--- config.mk ---
export PLATFORM = sky130hd
export DESIGN_NAME = lsu_dm_if
export DESIGN_NICKNAME = d
export VERILOG_FILES = /design/src/rtl/lsu_pkg.sv /design/src/rtl/lsu_fmt.sv /design/src/rtl/lsu_dm_if.sv
export SDC_FILE = /design/constraint.sdc
export NUM_CORES = 1
export LEC_CHECK = 0
export ABC_AREA = 1
export CAP_MARGIN = 20
export CORE_ASPECT_RATIO = 1.2
export CORE_MARGIN = 1
export CORE_UTILIZATION = 50
export CTS_CLUSTER_SIZE = 16
export DETAILED_ROUTE_END_ITERATION = 10
export GPL_TIMING_DRIVEN = 0
export HOLD_SLACK_MARGIN = 0.15
export PLACE_DENSITY = 0.87
export SETUP_SLACK_MARGIN = 0.02
export SLEW_MARGIN = 20
export SYNTH_ARGS = -nofsm -noshare
export SYNTH_HDL_FRONTEND = slang
export SYNTH_SLANG_ARGS = --single-unit
--- constraint.sdc ---
create_clock -name clk -period 2.9 [get_ports clk]
set_input_delay 0.725 -clock clk [delete_from_list [all_inputs] [get_ports clk]]
set_output_delay 0.725 -clock clk [all_outputs]
set_load 0.005 [all_outputs]
--- src/rtl/lsu_pkg.sv ---
// Shared definitions for the load/store unit: RV32I funct3 codes, FSM state
// encoding, byte-lane masks and request-decode helpers.
// Optional build macro: LSU_MISALIGN_TRAP_EN (the misaligned() helper is only
// referenced when it is defined).
package lsu_pkg;

  // RV32I load funct3 codes
  localparam logic [2:0] F3_LB  = 3'b000;
  localparam logic [2:0] F3_LH  = 3'b001;
  localparam logic [2:0] F3_LW  = 3'b010;
  localparam logic [2:0] F3_LBU = 3'b100;
  localparam logic [2:0] F3_LHU = 3'b101;

  // RV32I store funct3 codes
  localparam logic [2:0] F3_SB  = 3'b000;
  localparam logic [2:0] F3_SH  = 3'b001;
  localparam logic [2:0] F3_SW  = 3'b010;

  // FSM state encoding
  localparam logic [2:0] ST_IDLE   = 3'd0;
  localparam logic [2:0] ST_LD     = 3'd1;
  localparam logic [2:0] ST_ST_W   = 3'd2;
  localparam logic [2:0] ST_RMW_RD = 3'd3;
  localparam logic [2:0] ST_RMW_WR = 3'd4;
  localparam logic [2:0] ST_RESP   = 3'd5;

  typedef enum logic [2:0] {
    IDLE   = ST_IDLE,
    LD     = ST_LD,
    ST_W   = ST_ST_W,
    RMW_RD = ST_RMW_RD,
    RMW_WR = ST_RMW_WR,
    RESP   = ST_RESP
  } state_t;

  // Byte-lane masks for one byte and one halfword, right-aligned
  localparam logic [31:0] LANE_B = 32'h0000_00FF;
  localparam logic [31:0] LANE_H = 32'h0000_FFFF;

  // funct3 values with no RV32I meaning for the given direction
  function automatic logic f3_illegal(input logic we, input logic [2:0] f3);
    if (we)
      return (f3 > F3_SW);
    else
      return (f3 == 3'b011) || (f3 == 3'b110) || (f3 == 3'b111);
  endfunction

  // Access not naturally aligned for its size (byte accesses never are)
  function automatic logic misaligned(input logic [2:0] f3, input logic [1:0] off);
    case (f3[1:0])
      2'b01:   return off[0];
      2'b10:   return (off != 2'b00);
      default: return 1'b0;
    endcase
  endfunction

endpackage

--- src/rtl/lsu_fmt.sv ---
// Combinational data formatter. With is_store = 0 it extracts the addressed
// byte/halfword/word of 'word' and sign- or zero-extends it; with is_store = 1
// it returns 'word' with the addressed byte or halfword lane replaced by the
// low bits of 'wdata'. Sub-word offsets are forced to natural alignment here,
// so callers that trap misalignment simply never present such an access.
module lsu_fmt
  import lsu_pkg::*;
(
  input  logic        is_store,
  input  logic [2:0]  funct3,
  input  logic [1:0]  offset,
  input  logic [31:0] word,
  input  logic [31:0] wdata,
  output logic [31:0] dout
);

  logic [1:0]  eff_off;
  logic [4:0]  shamt;
  logic [31:0] shifted;
  logic [31:0] lane;
  logic [31:0] merged;
  logic [31:0] loaded;
  logic        sext;

  // Lane selection, load extraction and store merge
  always_comb begin
    eff_off = 2'b00;
    case (funct3[1:0])
      2'b00:   eff_off = offset;
      2'b01:   eff_off = {offset[1], 1'b0};
      default: eff_off = 2'b00;
    endcase
    shamt   = {eff_off, 3'b000};
    shifted = word >> shamt;
    lane    = funct3[0] ? LANE_H : LANE_B;
    merged  = (word & ~(lane << shamt)) | ((wdata & lane) << shamt);
    sext    = ~funct3[2];
    loaded  = word;
    case (funct3[1:0])
      2'b00:   loaded = {{24{sext & shifted[7]}},  shifted[7:0]};
      2'b01:   loaded = {{16{sext & shifted[15]}}, shifted[15:0]};
      default: loaded = word;
    endcase
    dout = is_store ? merged : loaded;
  end

endmodule

--- src/rtl/lsu_dm_if.sv ---
// Load/store unit between the RV32I execute stage and a word-only data memory.
// One request at a time; sub-word stores use a registered read-modify-write.
//
// Handshake: a request is taken at a rising edge where req_valid & req_ready;
// req_ready is high exactly in IDLE. The response is a single-cycle rsp_valid
// pulse (rsp_rdata/rsp_err qualified by it) with no back-pressure.
//
// Optional build macro: LSU_MISALIGN_TRAP_EN. When defined, misaligned
// halfword/word accesses return rsp_err without touching memory; otherwise the
// low address bits are masked to natural alignment.
//
// dbg_state exposes the FSM state for checkers.
module lsu_dm_if
  import lsu_pkg::*;
#(
  parameter int ADDR_W = 5,
  parameter int XLEN   = 32
) (
  input  logic              clk,
  input  logic              rst_n,
  input  logic              req_valid,
  output logic              req_ready,
  input  logic              req_we,
  input  logic [2:0]        req_funct3,
  input  logic [XLEN-1:0]   req_addr,
  input  logic [XLEN-1:0]   req_wdata,
  output logic              rsp_valid,
  output logic [XLEN-1:0]   rsp_rdata,
  output logic              rsp_err,
  output logic              dm_we,
  output logic [ADDR_W-1:0] dm_addr,
  output logic [XLEN-1:0]   dm_wd,
  input  logic [XLEN-1:0]   dm_rd,
  output logic [2:0]        dbg_state
);

  state_t            state;
  logic [2:0]        f3_q;
  logic [1:0]        off_q;
  logic [XLEN-1:0]   wdata_q;

  logic [ADDR_W-1:0] req_idx;
  logic              req_err;
  logic [XLEN-1:0]   ld_word;
  logic [XLEN-1:0]   merge_word;
  logic              unused_addr_bits;

  // Word index wraps modulo the memory depth; upper address bits are ignored
  assign req_idx          = req_addr[ADDR_W+1:2];
  assign unused_addr_bits = ^req_addr[XLEN-1:ADDR_W+2];

  assign req_ready = (state == IDLE);
  assign dbg_state = state;

`ifdef LSU_MISALIGN_TRAP_EN
  assign req_err = f3_illegal(req_we, req_funct3) | misaligned(req_funct3, req_addr[1:0]);
`else
  assign req_err = f3_illegal(req_we, req_funct3);
`endif

  // Load path: extract and extend the addressed lane of the read word
  lsu_fmt u_fmt_load (
    .is_store (1'b0),
    .funct3   (f3_q),
    .offset   (off_q),
    .word     (dm_rd),
    .wdata    (wdata_q),
    .dout     (ld_word)
  );

  // Store path: merge store data into the read word for SB/SH
  lsu_fmt u_fmt_merge (
    .is_store (1'b1),
    .funct3   (f3_q),
    .offset   (off_q),
    .word     (dm_rd),
    .wdata    (wdata_q),
    .dout     (merge_word)
  );

  // Request FSM with registered memory-side and response-side outputs
  always_ff @(posedge clk or negedge rst_n) begin
    if (!rst_n) begin
      state     <= IDLE;
      f3_q      <= '0;
      off_q     <= '0;
      wdata_q   <= '0;
      rsp_valid <= 1'b0;
      rsp_err   <= 1'b0;
      rsp_rdata <= '0;
      dm_we     <= 1'b0;
      dm_addr   <= '0;
      dm_wd     <= '0;
    end else begin
      case (state)
        IDLE: begin
          if (req_valid) begin
            f3_q    <= req_funct3;
            off_q   <= req_addr[1:0];
            wdata_q <= req_wdata;
            dm_addr <= req_idx;
            if (req_err) begin
              state     <= RESP;
              rsp_valid <= 1'b1;
              rsp_err   <= 1'b1;
              rsp_rdata <= '0;
            end else if (!req_we) begin
              state <= LD;
            end else if (req_funct3 == F3_SW) begin
              state <= ST_W;
              dm_we <= 1'b1;
              dm_wd <= req_wdata;
            end else begin
              state <= RMW_RD;
            end
          end
        end
        LD: begin
          rsp_rdata <= ld_word;
          rsp_err   <= 1'b0;
          rsp_valid <= 1'b1;
          state     <= RESP;
        end
        ST_W: begin
          dm_we     <= 1'b0;
          rsp_rdata <= '0;
          rsp_err   <= 1'b0;
          rsp_valid <= 1'b1;
          state     <= RESP;
        end
        RMW_RD: begin
          dm_wd <= merge_word;
          dm_we <= 1'b1;
          state <= RMW_WR;
        end
        RMW_WR: begin
          dm_we     <= 1'b0;
          rsp_rdata <= '0;
          rsp_err   <= 1'b0;
          rsp_valid <= 1'b1;
          state     <= RESP;
        end
        RESP: begin
          rsp_valid <= 1'b0;
          rsp_err   <= 1'b0;
          rsp_rdata <= '0;
          dm_addr   <= '0;
          state     <= IDLE;
        end
        default: begin
          rsp_valid <= 1'b0;
          dm_we     <= 1'b0;
          dm_addr   <= '0;
          state     <= IDLE;
        end
      endcase
    end
  end

endmodule
# Word level (Yosys, flattened, before mapping)
# Index checks and enable logic that the tools add are counted.
dict set report classes {
  n_lt_le_gt_ge 1
  n_eq_ne 15
  shifts 3
  mux 28
  n_bitwise 10
  n_reduce_logical 19
}
# cell n
set op_table {}
lappend op_table {{32-bit 2-to-1 mux} 6}
lappend op_table {{32-bit one-hot mux with 2 select lines} 2}
lappend op_table {{32-bit one-hot mux with 3 select lines} 1}
lappend op_table {{32-bit bitwise AND} 2}
lappend op_table {{32-bit by 5-bit << shifter with 32-bit output} 2}
lappend op_table {{32-bit NOT} 1}
lappend op_table {{32-bit bitwise OR} 1}
lappend op_table {{32-bit by 5-bit right shift with 16-bit output} 1}
lappend op_table {{16-bit 2-to-1 mux} 1}
lappend op_table {{3-bit by 2-bit equality test with 1-bit output (second input constant)} 4}
lappend op_table {{3-bit equality test (second input constant)} 4}
lappend op_table {{5-bit one-hot mux with 2 select lines} 1}
lappend op_table {{5-bit AND reduction} 2}
lappend op_table {{3-bit one-hot mux with 3 select lines} 1}
lappend op_table {{3-bit AND reduction} 3}
lappend op_table {{1-bit 2-to-1 mux} 8}
lappend op_table {{4-bit OR reduction} 2}
lappend op_table {{3-bit 2-to-1 mux} 2}
lappend op_table {{2-bit by 1-bit inequality test with 1-bit output (second input constant)} 3}
lappend op_table {{1-bit one-hot mux with 3 select lines} 2}
lappend op_table {{3-bit OR reduction} 2}
lappend op_table {{5-bit 2-to-1 mux} 1}
lappend op_table {{2-bit inequality test (second input constant)} 2}
lappend op_table {{1-bit NOT} 4}
lappend op_table {{other kinds (14)} 18}
dict set report word_totals {
  reg_bits 112
  inputBits 103
  out_inout_bits 76
}

# Logic depth before layout (Yosys ltp)
dict set report depth {
  ltp_word 7
  mapped_depth 11
  mapped_depth_nobuf 10
}

# Cells and area by module
# A second synthesis with hierarchy kept.
dict set report hier_totals {
  hier_cells 1312
  area_unflattened_um2 8423.1
}
# mod n_inst cells_per_inst area_per_inst_um2 seq_area_each_um2
set by_module_without_submodules {}
lappend by_module_without_submodules {lsu_dm_if 1 610 4969.8 2802.7}
lappend by_module_without_submodules {lsu_fmt 2 351 1726.7 0.0}

# Worst setup path after synthesis
# Ideal clock, no wire load.
dict set report synth_path {
  kind {flip-flop to output port}
  start {register state[1] (netlist: dbg_state[1])}
  end {output req_ready}
  t_arrival_ns 1.080
  required_ns 2.175
  setup_slack_ns 1.095
  path_stages_with_launch 5
  path_cell_list {dfrtp_1 nor2_1 nand2_1 inv_2 clkbuf_1}
}
dict set report synth_via {
  elab_chain_len 1
}
# item line_no
set synth_rtl {}
lappend synth_rtl {{start, declared} lsu_dm_if.sv:37} ;# state_t state;
lappend synth_rtl {{start signal, assigned} lsu_dm_if.sv:84} ;# state <= IDLE;
lappend synth_rtl {{start signal, assigned} lsu_dm_if.sv:103} ;# state <= RESP;
lappend synth_rtl {{start signal, assigned} lsu_dm_if.sv:108} ;# state <= LD;
lappend synth_rtl {{3-bit zero test} lsu_dm_if.sv:52} ;# assign req_ready = (state == IDLE);
lappend synth_rtl {{end, declared} lsu_dm_if.sv:22} ;# output logic req_ready,
# Every way passes these cells.

# Final worst setup path
# Same ends and word-level chain as after synthesis.

==> run summary <==
Detailed placement ended at an HPWL of around 13000 µm. The final number of hold-violating endpoints came out at 0. The area inside the core boundary is 10100 µm².

Final hold analysis gives a worst-case slack of 0.304 ns. The net count after synthesis came out at 844. Clock tree synthesis selected as its root buffer the cell clkbuf_16.

CTS built an H-tree with a depth of 3. The first-pass GRT wire length is roughly 27000 µm. The initial antenna violation count is 0.

The total DRC errors in the routed layout came out at 0. The clock skew is about 0.0066 ns. The TritonCTS clock tree is done.

The share of synthesized area occupied by flip-flops and latches is 0.463. The share of power burned in combinational logic came out at 0.497. In the final layout, the share of cells above drive strength 1 is 0.0659. The number of design-rule violations left by the first detailed-router iteration came out at about 420. The fraction of post-synthesis cell area in the top cell type by area is 0.463.

The synthesized design spends more area on one cell type than any other, namely dfrtp_1. The layout overhead on the synthesized area came out at 39.2%. The net switching power figure is about 0.003 W. The mapped cell area is 5190 µm². By area the synthesized netlist is led by dfrtp_1 (46%), nand2_1 (24%), nand3_1 (6.0%), o21ai_0 (3.9%), nor2_1 (3.5%). The async set-reset flop share out of synthesis is 1.00. The number of nets in the final layout is 1008. The clock insertion delay at the later pin of the skew report came out at 0.35 ns. Setup repair after global routing left no endpoint under its margin. The total power per unit cell area is 1010 nW/µm². The number of rows created at floorplan came out at 40. The peak ir drop on the vdd network is 0.529 mV.

In this run, synthesis produced a sequential element count of 96. A synthesized cell averages 7.01 µm². Once detail routing completed, the nets flagged for antenna violations numbered 0. The floorplan die height came out at 114 µm. The measured slew at the worst slew-check pin is between 0.6 and 0.7 ns. The static leakage came out at 3.59 nW. The net switching fraction of the power came out at 0.398. At the end of routability-driven placement, the weighted congestion stood at 0.978.

The number of endpoints failing setup at the final stage is 0. The number of diodes added for antenna fixing came out at 0. The number of input and output port buffers inserted came out at 153. For this run, the number of Yosys warnings is 0. The global-route total usage across every layer is 0.331. The final period demand of the worst path is between 2 and 3 ns. The maximum clock path buffer count is 2. Dividing the detail-routed via count by the number of cells gives around 5.4.

The power after layout is around 0.0073 W. The clock-pin slew on the worst setup and hold paths came out at ~0.070 ns. The worst path arrival time came out at 1.91 ns. The maximum number of pins on one net before global-route repair came out at 50. The share of total power in the clock network is 0.174. The pre-antenna-repair detailed-routing pass consisted of 5 iterations. The capturing element type of the critical path is an output pin. The wire length after detailed routing is 16900 µm.

Data on the critical path is required at its endpoint by 2.17 ns. The overall die width is 95.0 µm. 179 I/O pins were placed.

The number of global-route vias before repair is 5418. The post-CTS setup buffer count came out at 0. Yosys mapped a number of flops with a built-in enable equal to 0. The part of the total power dissipated in sequential elements is 0.328.

The count of maximum capacitance violations is 0. The sum of negative setup slack is 0 ns. For this design, the CTS-stage hold fixing added 0 buffers.

The run finished with clean final reports. The post-cts sizing count came out at 0. Dividing the detail-routed wire length by the instance count gives about 16 µm. The maximum frequency from static timing analysis came out at 379 MHz. In the synthesized netlist the dominant register cell turns out to be dfrtp_1.

The path class of the tightest hold or removal check is in2async. The clock sink count came out at 96. The effective utilization at floorplan came out at 0.516. The number of max-slew violations in the final report is 0. The TritonCTS buffer count came out at 9. The worst setup path is launched from a flop. The share of the core filled with cells in the final layout came out at 0.718. The maximum fanout along the worst path is 14. By startpoint and endpoint, the worst setup path is classified as reg2out. The final cycle utilization of the critical path is 0.909. The aggregate global routing overflow came out at 0.

In the synthesized netlist, the number of instances is approximately 740. The area of the die came out at 10800 µm². The worst relative slew slack is 0.594. The routed layout has 5637 vias.

The unique cell type count in the Yosys netlist is 26. Internal power comes to 0.00441 W.
## worst max-delay path, stage by stage, from the launching register on
cell and delay [ns]:
dfrtp_1 0.42, nor2_1 0.22, nand2_1 0.16, inv_2 0.22, clkdlybuf4s50_1 0.54
## cells by family after synthesis
kind of cell	synth area share
AOI/OAI and AO/OA	0.107
buffers and inverters	0.0699
DFF	0.463
muxes	0.00867
and+or+nand+nor	0.352
## stage by stage
| stage | instances | setup WS, ns | area [µm²] |
|---|---|---|---|
| 3_5_place_dp | 1021 | 0.266 | 6910 |
| 4_1_cts | 1036 | 0.269 | 7230 |
| 3_3_place_gp | 1020 | -2.27 | 6880 |
| 6_report | 1036 | 0.264 | 7230 |
| 2_1_floorplan | 741 | 1.09 | 5190 |
| 5_1_grt | 1036 | 0.120 | 7230 |
## placed cells by master, fill, tap and decap left out, types with 2 or more instances in the layout
cell and count:
nand2_1 332, buf_1 2, inv_1 38, o21ai_1 16, inv_2 8, clkinvlp_4 3, mux2_2 4, clkdlybuf4s50_1 152
clkbuf_16 9, nand3_1 62, buf_6 2, nand2_2 3, o21ai_2 2, o21ai_0 40, dfrtp_1 96, a21oi_1 29
buf_2 14, bufinv_16 2, buf_4 5, nor2_1 48, nor2_2 3, clkbuf_1 17, o211ai_1 14
## final timing paths
kind	startpoint	slack [ns]	to	cells past startpoint
min	rst_n	0.30	dbg_state[1]$_DFFE_PN0P_	1
max reg2reg	dbg_state[2]$_DFFE_PN0P_	0.79	dm_wd[11]$_DFFE_PN0P_	8
min in group clk	rsp_rdata[23]$_DFFE_PN0P_	0.48	rsp_rdata[23]$_DFFE_PN0P_	2
min reg2reg	rsp_rdata[23]$_DFFE_PN0P_	0.48	rsp_rdata[23]$_DFFE_PN0P_	2
max	dbg_state[1]$_DFFE_PN0P_	0.26	req_ready	4
max in group asynchronous	rst_n	2.01	off_q[1]$_DFFE_PN0P_	2
## cell type report
type                    instances  area (µm²)
well taps                     126         158
fillers                       817        2830
inverters                      46         173
flip-flops and latches         96        2400
multi-input cells             560        2430
clock inverters                 6        91.3
plain buffers                  38         186
clock buffers                  10         229
repair buffers                154        1560
## Yosys cell counts, types with 2 or more instances
cell type / count
o21ai_1: 16
clkbuf_1: 17
nor2_2: 3
mux2_2: 4
nor2_1: 48
inv_2: 8
inv_1: 38
nand2_2: 3
buf_4: 5
dfrtp_1: 96
nand3_1: 62
buf_2: 14
o21ai_0: 40
nand2_1: 332
o211ai_1: 14
a21oi_1: 29
buf_1: 2
o21ai_2: 2
## state kept, by name, indices dropped and copies added (netlist names)
| signal | flops |
|---|---|
| off_q | 2 |
| rsp_valid | 1 |
| rsp_err | 1 |
| dm_wd | 32 |
| dm_addr | 5 |
| dbg_state | 3 |
| dm_we | 1 |
| f3_q | 3 |
| wdata_q | 16 |
| rsp_rdata | 32 |
## power groups by stage
stage	registers, W	logic [W]	clock network (W)
2_1_floorplan	0.00239	0.00185	0
5_1_grt	0.00248	0.00404	0.00134
6_report	0.00241	0.00365	0.00128
4_1_cts	0.00240	0.00364	0.00129
3_3_place_gp	0.00240	0.00354	0
3_5_place_dp	0.00241	0.00362	0
## metal layers
metal,vias up,wire length [µm],global-route usage
li1,2681,-,-
met1,2635,6640,0.406
met2,260,8340,0.555
met3,61,1100,0.0407
met4,0,787,0.189
met5,-,0,0
Power figures use the tool's default switching activity.
